`src/rtl/shift_pipe_pkg.sv`:
```
// Shared types for the pipelined barrel shifter: op codes, per-stage control bits,
// and the helper used to split the mux layers across register stages.
package shift_pipe_pkg;

    typedef enum logic [2:0] {
        SH_LSL = 3'd0,
        SH_LSR = 3'd1,
        SH_ASR = 3'd2,
        SH_ROR = 3'd3,
        SH_RRX = 3'd4
    } sh_op_e;

    // Control carried alongside the data through every stage. Right shifts pull
    // fill into the vacated top bits; the force flags override the final result.
    typedef struct packed {
        sh_op_e op;
        logic   fill;
        logic   force_zero;
        logic   force_sign;
    } sh_ctrl_t;

    function automatic int clog2(input int unsigned v);
        int r;
        r = 0;
        for (int i = 0; i < 32; i++) begin
            if ((32'd1 << i) < v) r = i + 1;
        end
        return r;
    endfunction

endpackage

```
`src/rtl/shift_norm.sv`:
```
// Stage-0 normalisation: resolves the effective amount, selects the carry-out and
// reduces every case to a plain mux-layer shift plus fill/force control.
module shift_norm
    import shift_pipe_pkg::*;
#(
    parameter int W     = 32,
    parameter int AMT_W = 8
) (
    input  logic [W-1:0]          data,
    input  logic [AMT_W-1:0]      amt,
    input  logic [1:0]            op,
    input  logic                  reg_form,
    input  logic                  c_flag,
    output logic [W-1:0]          norm_data,
    output logic                  norm_c,
    output logic [clog2(W)-1:0]   norm_amt,
    output sh_ctrl_t              norm_ctrl
);

    localparam int LOG_W = clog2(W);

    sh_op_e           op_e;
    logic [31:0]      n;
    logic             imm_zero;
    logic             is_rrx;
    logic             lt_w;
    logic             eq_w;
    logic [LOG_W-1:0] idx_up;
    logic [LOG_W-1:0] idx_dn;

    always_comb begin
        op_e     = sh_op_e'({1'b0, op});
        imm_zero = (amt[4:0] == 5'd0);
        is_rrx   = !reg_form && imm_zero && (op_e == SH_ROR);

        // Immediate #0 on LSR/ASR encodes a shift by the full width.
        if (reg_form) begin
            n = 32'(amt);
        end else if (imm_zero && (op_e == SH_LSR || op_e == SH_ASR)) begin
            n = 32'(W);
        end else begin
            n = 32'(amt[4:0]);
        end

        lt_w   = (n < 32'(W));
        eq_w   = (n == 32'(W));
        idx_up = LOG_W'(32'(W) - n);
        idx_dn = LOG_W'(n - 32'd1);
    end

    always_comb begin
        norm_data            = data;
        norm_c               = c_flag;
        norm_amt             = '0;
        norm_ctrl.op         = op_e;
        norm_ctrl.fill       = 1'b0;
        norm_ctrl.force_zero = 1'b0;
        norm_ctrl.force_sign = 1'b0;

        if (is_rrx) begin
            // RRX is a one-bit right shift that pulls the old C flag into the MSB.
            norm_ctrl.op   = SH_RRX;
            norm_ctrl.fill = c_flag;
            norm_amt       = LOG_W'(1);
            norm_c         = data[0];
        end else if (n != 32'd0) begin
            unique case (op_e)
                SH_LSL: begin
                    if (lt_w) begin
                        norm_amt = n[LOG_W-1:0];
                        norm_c   = data[idx_up];
                    end else begin
                        norm_ctrl.force_zero = 1'b1;
                        norm_c               = eq_w ? data[0] : 1'b0;
                    end
                end
                SH_LSR: begin
                    if (lt_w) begin
                        norm_amt = n[LOG_W-1:0];
                        norm_c   = data[idx_dn];
                    end else begin
                        norm_ctrl.force_zero = 1'b1;
                        norm_c               = eq_w ? data[W-1] : 1'b0;
                    end
                end
                SH_ASR: begin
                    norm_ctrl.fill = data[W-1];
                    if (lt_w) begin
                        norm_amt = n[LOG_W-1:0];
                        norm_c   = data[idx_dn];
                    end else begin
                        norm_ctrl.force_sign = 1'b1;
                        norm_c               = data[W-1];
                    end
                end
                SH_ROR: begin
                    // Rotation wraps, so only the low bits of the amount matter.
                    norm_amt = n[LOG_W-1:0];
                    norm_c   = (n[LOG_W-1:0] == '0) ? data[W-1] : data[idx_dn];
                end
                default: ;
            endcase
        end
    end

endmodule

```
`src/rtl/shift_pipe.sv`:
```
// Pipelined ARM-style operand shifter: stage-0 normalisation, then log2(W) mux layers
// split evenly across PIPE register stages with a valid/ready stall chain.
module shift_pipe
    import shift_pipe_pkg::*;
#(
    parameter int W     = 32,
    parameter int AMT_W = 8,
    parameter int PIPE  = 2
) (
    input  logic             clk,
    input  logic             rst_n,
    input  logic             in_valid,
    output logic             in_ready,
    input  logic [W-1:0]     in_data,
    input  logic [AMT_W-1:0] in_amt,
    input  logic [1:0]       in_op,
    input  logic             in_reg_form,
    input  logic             in_c,
    output logic             out_valid,
    input  logic             out_ready,
    output logic [W-1:0]     out_data,
    output logic             out_c
);

    localparam int LOG_W = clog2(W);

    typedef struct packed {
        logic [W-1:0]     data;
        logic             c;
        logic [LOG_W-1:0] amt;
        sh_ctrl_t         ctrl;
    } payload_t;

    logic [W-1:0]     norm_data;
    logic             norm_c;
    logic [LOG_W-1:0] norm_amt;
    sh_ctrl_t         norm_ctrl;

    payload_t         stage_in [PIPE];
    payload_t         pay_nx   [PIPE];
    payload_t         pay_q    [PIPE];
    logic [PIPE-1:0]  valid_q;
    logic [PIPE-1:0]  vld_in;
    logic [PIPE-1:0]  can_load;

    shift_norm #(
        .W     (W),
        .AMT_W (AMT_W)
    ) u_norm (
        .data      (in_data),
        .amt       (in_amt),
        .op        (in_op),
        .reg_form  (in_reg_form),
        .c_flag    (in_c),
        .norm_data (norm_data),
        .norm_c    (norm_c),
        .norm_amt  (norm_amt),
        .norm_ctrl (norm_ctrl)
    );

    function automatic logic [W-1:0] layer(input logic [W-1:0] d, input sh_op_e op,
                                           input logic fill, input int step);
        logic [W-1:0] ones;
        logic [W-1:0] r;
        ones = '1;
        case (op)
            SH_LSL:  r = d << step;
            SH_ROR:  r = (d >> step) | (d << (W - step));
            default: r = (d >> step) | (fill ? ~(ones >> step) : '0);
        endcase
        return r;
    endfunction

    always_comb begin
        stage_in[0] = '{data: norm_data, c: norm_c, amt: norm_amt, ctrl: norm_ctrl};
        vld_in[0]   = in_valid;
        for (int k = 1; k < PIPE; k++) begin
            stage_in[k] = pay_q[k-1];
            vld_in[k]   = valid_q[k-1];
        end
    end

    // A stage can load unless it and every stage after it are full with the output stalled.
    always_comb begin
        logic all_full;
        all_full = 1'b1;
        can_load = '0;
        for (int k = PIPE - 1; k >= 0; k--) begin
            all_full    = all_full && valid_q[k];
            can_load[k] = !all_full || out_ready;
        end
    end

    always_comb begin
        payload_t p;
        p = '0;
        for (int k = 0; k < PIPE; k++) begin
            p = stage_in[k];
            for (int i = 0; i < LOG_W; i++) begin
                if (i >= k * LOG_W / PIPE && i < (k + 1) * LOG_W / PIPE && p.amt[i]) begin
                    p.data = layer(p.data, p.ctrl.op, p.ctrl.fill, 1 << i);
                end
            end
            if (k == PIPE - 1) begin
                if (p.ctrl.force_zero) begin
                    p.data = '0;
                end else if (p.ctrl.force_sign) begin
                    p.data = {W{p.ctrl.fill}};
                end
            end
            pay_nx[k] = p;
        end
    end

    always_ff @(posedge clk or negedge rst_n) begin
        if (!rst_n) begin
            valid_q <= '0;
            for (int k = 0; k < PIPE; k++) begin
                pay_q[k] <= '0;
            end
        end else begin
            for (int k = 0; k < PIPE; k++) begin
                if (can_load[k]) begin
                    valid_q[k] <= vld_in[k];
                    if (vld_in[k]) begin
                        pay_q[k] <= pay_nx[k];
                    end
                end
            end
        end
    end

    assign in_ready  = can_load[0];
    assign out_valid = valid_q[PIPE-1];
    assign out_data  = pay_q[PIPE-1].data;
    assign out_c     = pay_q[PIPE-1].c;

endmodule

```
`config.mk`:
```
export PLATFORM = sky130hd
export DESIGN_NAME = shift_pipe
export DESIGN_NICKNAME = d
export VERILOG_FILES = /design/src/rtl/shift_pipe_pkg.sv /design/src/rtl/shift_norm.sv /design/src/rtl/shift_pipe.sv
export SDC_FILE = /design/constraint.sdc
export NUM_CORES = 1
export LEC_CHECK = 0
export CAP_MARGIN = 5
export CORE_MARGIN = 3
export CORE_UTILIZATION = 40
export CTS_CLUSTER_DIAMETER = 50
export DETAILED_ROUTE_END_ITERATION = 6
export PLACE_DENSITY_LB_ADDON = 0.3
export REMOVE_ABC_BUFFERS = 1
export SYNTH_ARGS = -nofsm -noshare
export SYNTH_HDL_FRONTEND = slang
export SYNTH_SLANG_ARGS = --single-unit
```
`constraint.sdc`:
```
create_clock -name clk -period 2.42 [get_ports clk]
set_input_delay 0.242 -clock clk [delete_from_list [all_inputs] [get_ports clk]]
set_output_delay 0.242 -clock clk [all_outputs]
set_load 0.03 [all_outputs]
```
==> results.py <==
metrics = {
    "routing": {
        "dr_total_vias": 8784,
        "vias_per_cell": 6.37,
        "drtIter0Drc": 1111,
        "firstDrtPassIters": 6,
        "drc": 0,
        "drt-total-wl_microns": 28700,
        "wire_per_inst_microns": 20.8,
        "antenna_left": 0,
    },
    "synth": {
        "syn-cell-area_sq_mm": 0.00756,
        "ys_seq_area_frac": 0.255,
        "yosys-top-cells-area": "dfrtp_1, nand2_1, o21ai_0, mux4_2, clkbuf_1",
        "synthMostInstantiatedCell": "nand2_1",
        "syn_avg_cell_area_sq_um": 7.72,
        "synth_edf_count": 0,
        "yosys_warnings": 0,
        "synthTopCellsByCount": "nand2_1, dfrtp_1, clkbuf_1",
        "syn_inst": 980,
        "synth_ff_type": "dfrtp_1",
        "ys_ff_latch": 77,
        "synth_top_area_cell": "dfrtp_1",
        "synth.distinct_cells": 71,
        "synth_top_area_frac": 0.255,
        "async_flop_share": 1.00,
    },
    "placement": {
        "post-place-ws_ns": -0.417,
        "port_buffers": 82,
        "routabilityCongestion": 0.983,
        "place_area_sq_mm": 0.00965,
        "dp_hpwl_microns": 21800,
    },
    "sta": {
        "finalCriticalPeriod_ns": 2.39,
        "setup_viol": 0,
        "max_freq_mhz": 419,
        "relSlewSlack": 0.527,
        "drv_slew": 0,
        "worst_slew_pin_slew_ns": 0.706,
        "rsz0062_at_grt": "true",
        "post-route-period-util": 0.987,
        "finalHoldViolCount": 0,
        "layout_setup_ws_ns": 0.0309,
        "tns_ns": 0,
        "fin_worst_skew_ns": 0.00747,
    },
    "setup_path": {
        "cp_max_fo": 20,
        "cp.required_ns": 2.68,
        "end_kind": "flip-flop",
        "critical_path_arrival_ns": 2.65,
        "critPathLaunchType": "flip-flop",
        "crit_type": "flip-flop to flip-flop",
    },
    "die": {
        "fp.dieW_microns": 144,
        "die_h_microns": 144,
        "start_util": 0.414,
        "row_count": 49,
        "ioPinCount": 83,
        "dieArea_sq_mm": 0.0206,
        "fp.coreArea_sq_mm": 0.0183,
    },
    "clock_network": {
        "cts_tree": "built",
        "cts_made_buffers": 9,
        "clock_path_buffers": 2,
        "htreeDepth": 3,
        "root_buffer": "clkbuf_16",
        "path_clk_slew_ns": 0.06,
        "clkSinkCount": 77,
        "clk_latency_ns": 0.35,
    },
    "power": {
        "p_sw_w": 0.00288,
        "internal_power_w": 0.00420,
        "p_sw_frac": 0.406,
        "p_comb_frac": 0.524,
        "peakVddDrop_v": 0.000355,
        "cellPowerDensity_mw_per_mm2": 695,
        "p_seq_frac": 0.271,
        "power_leakage_nw": 4.21,
        "clockPowerShare": 0.205,
    },
    "global_routing": {
        "grt_pass1_wl_microns": 45000,
        "first_global_vias": 8249,
        "antenna_found_initial": 0,
        "grt_overflow": 0,
        "grt_max_degree": 83,
        "grtUsageTotal": 0.273,
    },
    "final_layout": {
        "final_layout_size_suffix_gt1_frac": 0.254,
        "regArea_sq_mm": 0.00193,
        "antenna_cells": 0,
        "fill_cells": 1756,
        "final_area_sq_mm": 0.0102,
        "nets": 1199,
        "multiInputGateArea_sq_mm": 0.00507,
        "fin_util": 0.558,
        "syn2layout_area_growth_pct": 34.7,
    },
    "min_path": {
        "hp-class": "input pin to async pin",
    },
    "status": {
        "outcome": "complete, no violations",
    },
    "job": {
        "drv_cap": 0,
    },
}
==> worst paths after layout <==
path | from | end | slack (ns) | depth (start not counted)
worst max-delay path | pay_nx[4] | out_data[10] | 0.03 | 7
worst min-delay path | rst_n | out_data[0] | 0.45 | 2
worst max register to register | pay_nx[4] | out_data[10] | 0.03 | 7
worst min register to register | out_data[18] | out_data[18] | 0.47 | 2
max in group asynchronous | rst_n | out_data[12] | 1.22 | 3
min in group clk | out_data[18] | out_data[18] | 0.47 | 2
==> power by group through the flow <==
stage          Sequential (W)  Clock, W  Combinational, W
2_1_floorplan         0.00232         0           0.00149
3_3_place_gp          0.00192         0           0.00352
3_5_place_dp          0.00193         0           0.00354
4_1_cts               0.00191   0.00148           0.00357
5_1_grt               0.00195   0.00153           0.00397
6_report              0.00192   0.00145           0.00371
==> area by class of cell <==
cell class,count,share of cell area
multi-input cells,754,0.498
flip-flops and latches,77,0.189
repair buffers,284,0.246
well taps,229,0.0281
clock inverters,5,0.00737
inverters,19,0.00749
clock buffers,10,0.0235
==> layer usage <==
layer	track usage	vias to the layer above	part of all wire
met1	0.359	4168	0.42
met2	0.453	466	0.48
met5	0	-	0
li1	-	4066	-
met3	0.0363	84	0.072
met4	0.114	0	0.036
==> stage by stage <==
| stage | power (W) | std cells | hold WS [ns] |
|---|---|---|---|
| finish | 0.00708 | 1378 | 0.454 |
| global route | 0.00745 | 1378 | 0.499 |
| CTS | 0.00695 | 1374 | 0.464 |
| detailed placement | 0.00548 | 1358 | 0.288 |
| global placement | 0.00543 | 1358 | 0.293 |
| floorplan | 0.00381 | 850 | -0.0536 |
==> registers in the layout, summed over array words and instances (netlist names) <==
register / flops
out_data: 32
valid_q: 2
pay_q: 32
out_c: 1
pay_nx: 10
==> layout by cell type (no fill, tap or decap), drive strengths merged, types with 23 or more instances in the layout <==
cell	instances
a21oi	48
a31oi	45
buf	201
clkdlybuf4s50	78
dfrtp	77
nand2	135
nor2	60
nor3	28
o211ai	23
o21ai	72
o22ai	28
==> repair_timing <==
action	4_1_cts	5_1_grt
gates resized for setup	3	31
buffers inserted	0	3
pin swaps	0	7
endpoints found under the hold margin	44	0
cloned	0	1
endpoints found under the setup margin	4	53
hold buffers	1	0
==> critical path, stage by stage (launching register included) <==
cell and delay [ns]:
dfrtp_1 0.40, buf_12 0.16, buf_4 0.16, or4b_2 0.64, a31oi_1 0.31, a221oi_1 0.16
o221a_2 0.30, o21ai_0 0.15
==> kinds of logic after synthesis <==
| group | synth area share |
|---|---|
| flops | 0.255 |
| compound gates | 0.351 |
| buf+inv | 0.0966 |
| fa+ha+maj | 0.00992 |
| mux | 0.0746 |
| simple gates | 0.213 |
(Power assumes the default switching activity.)
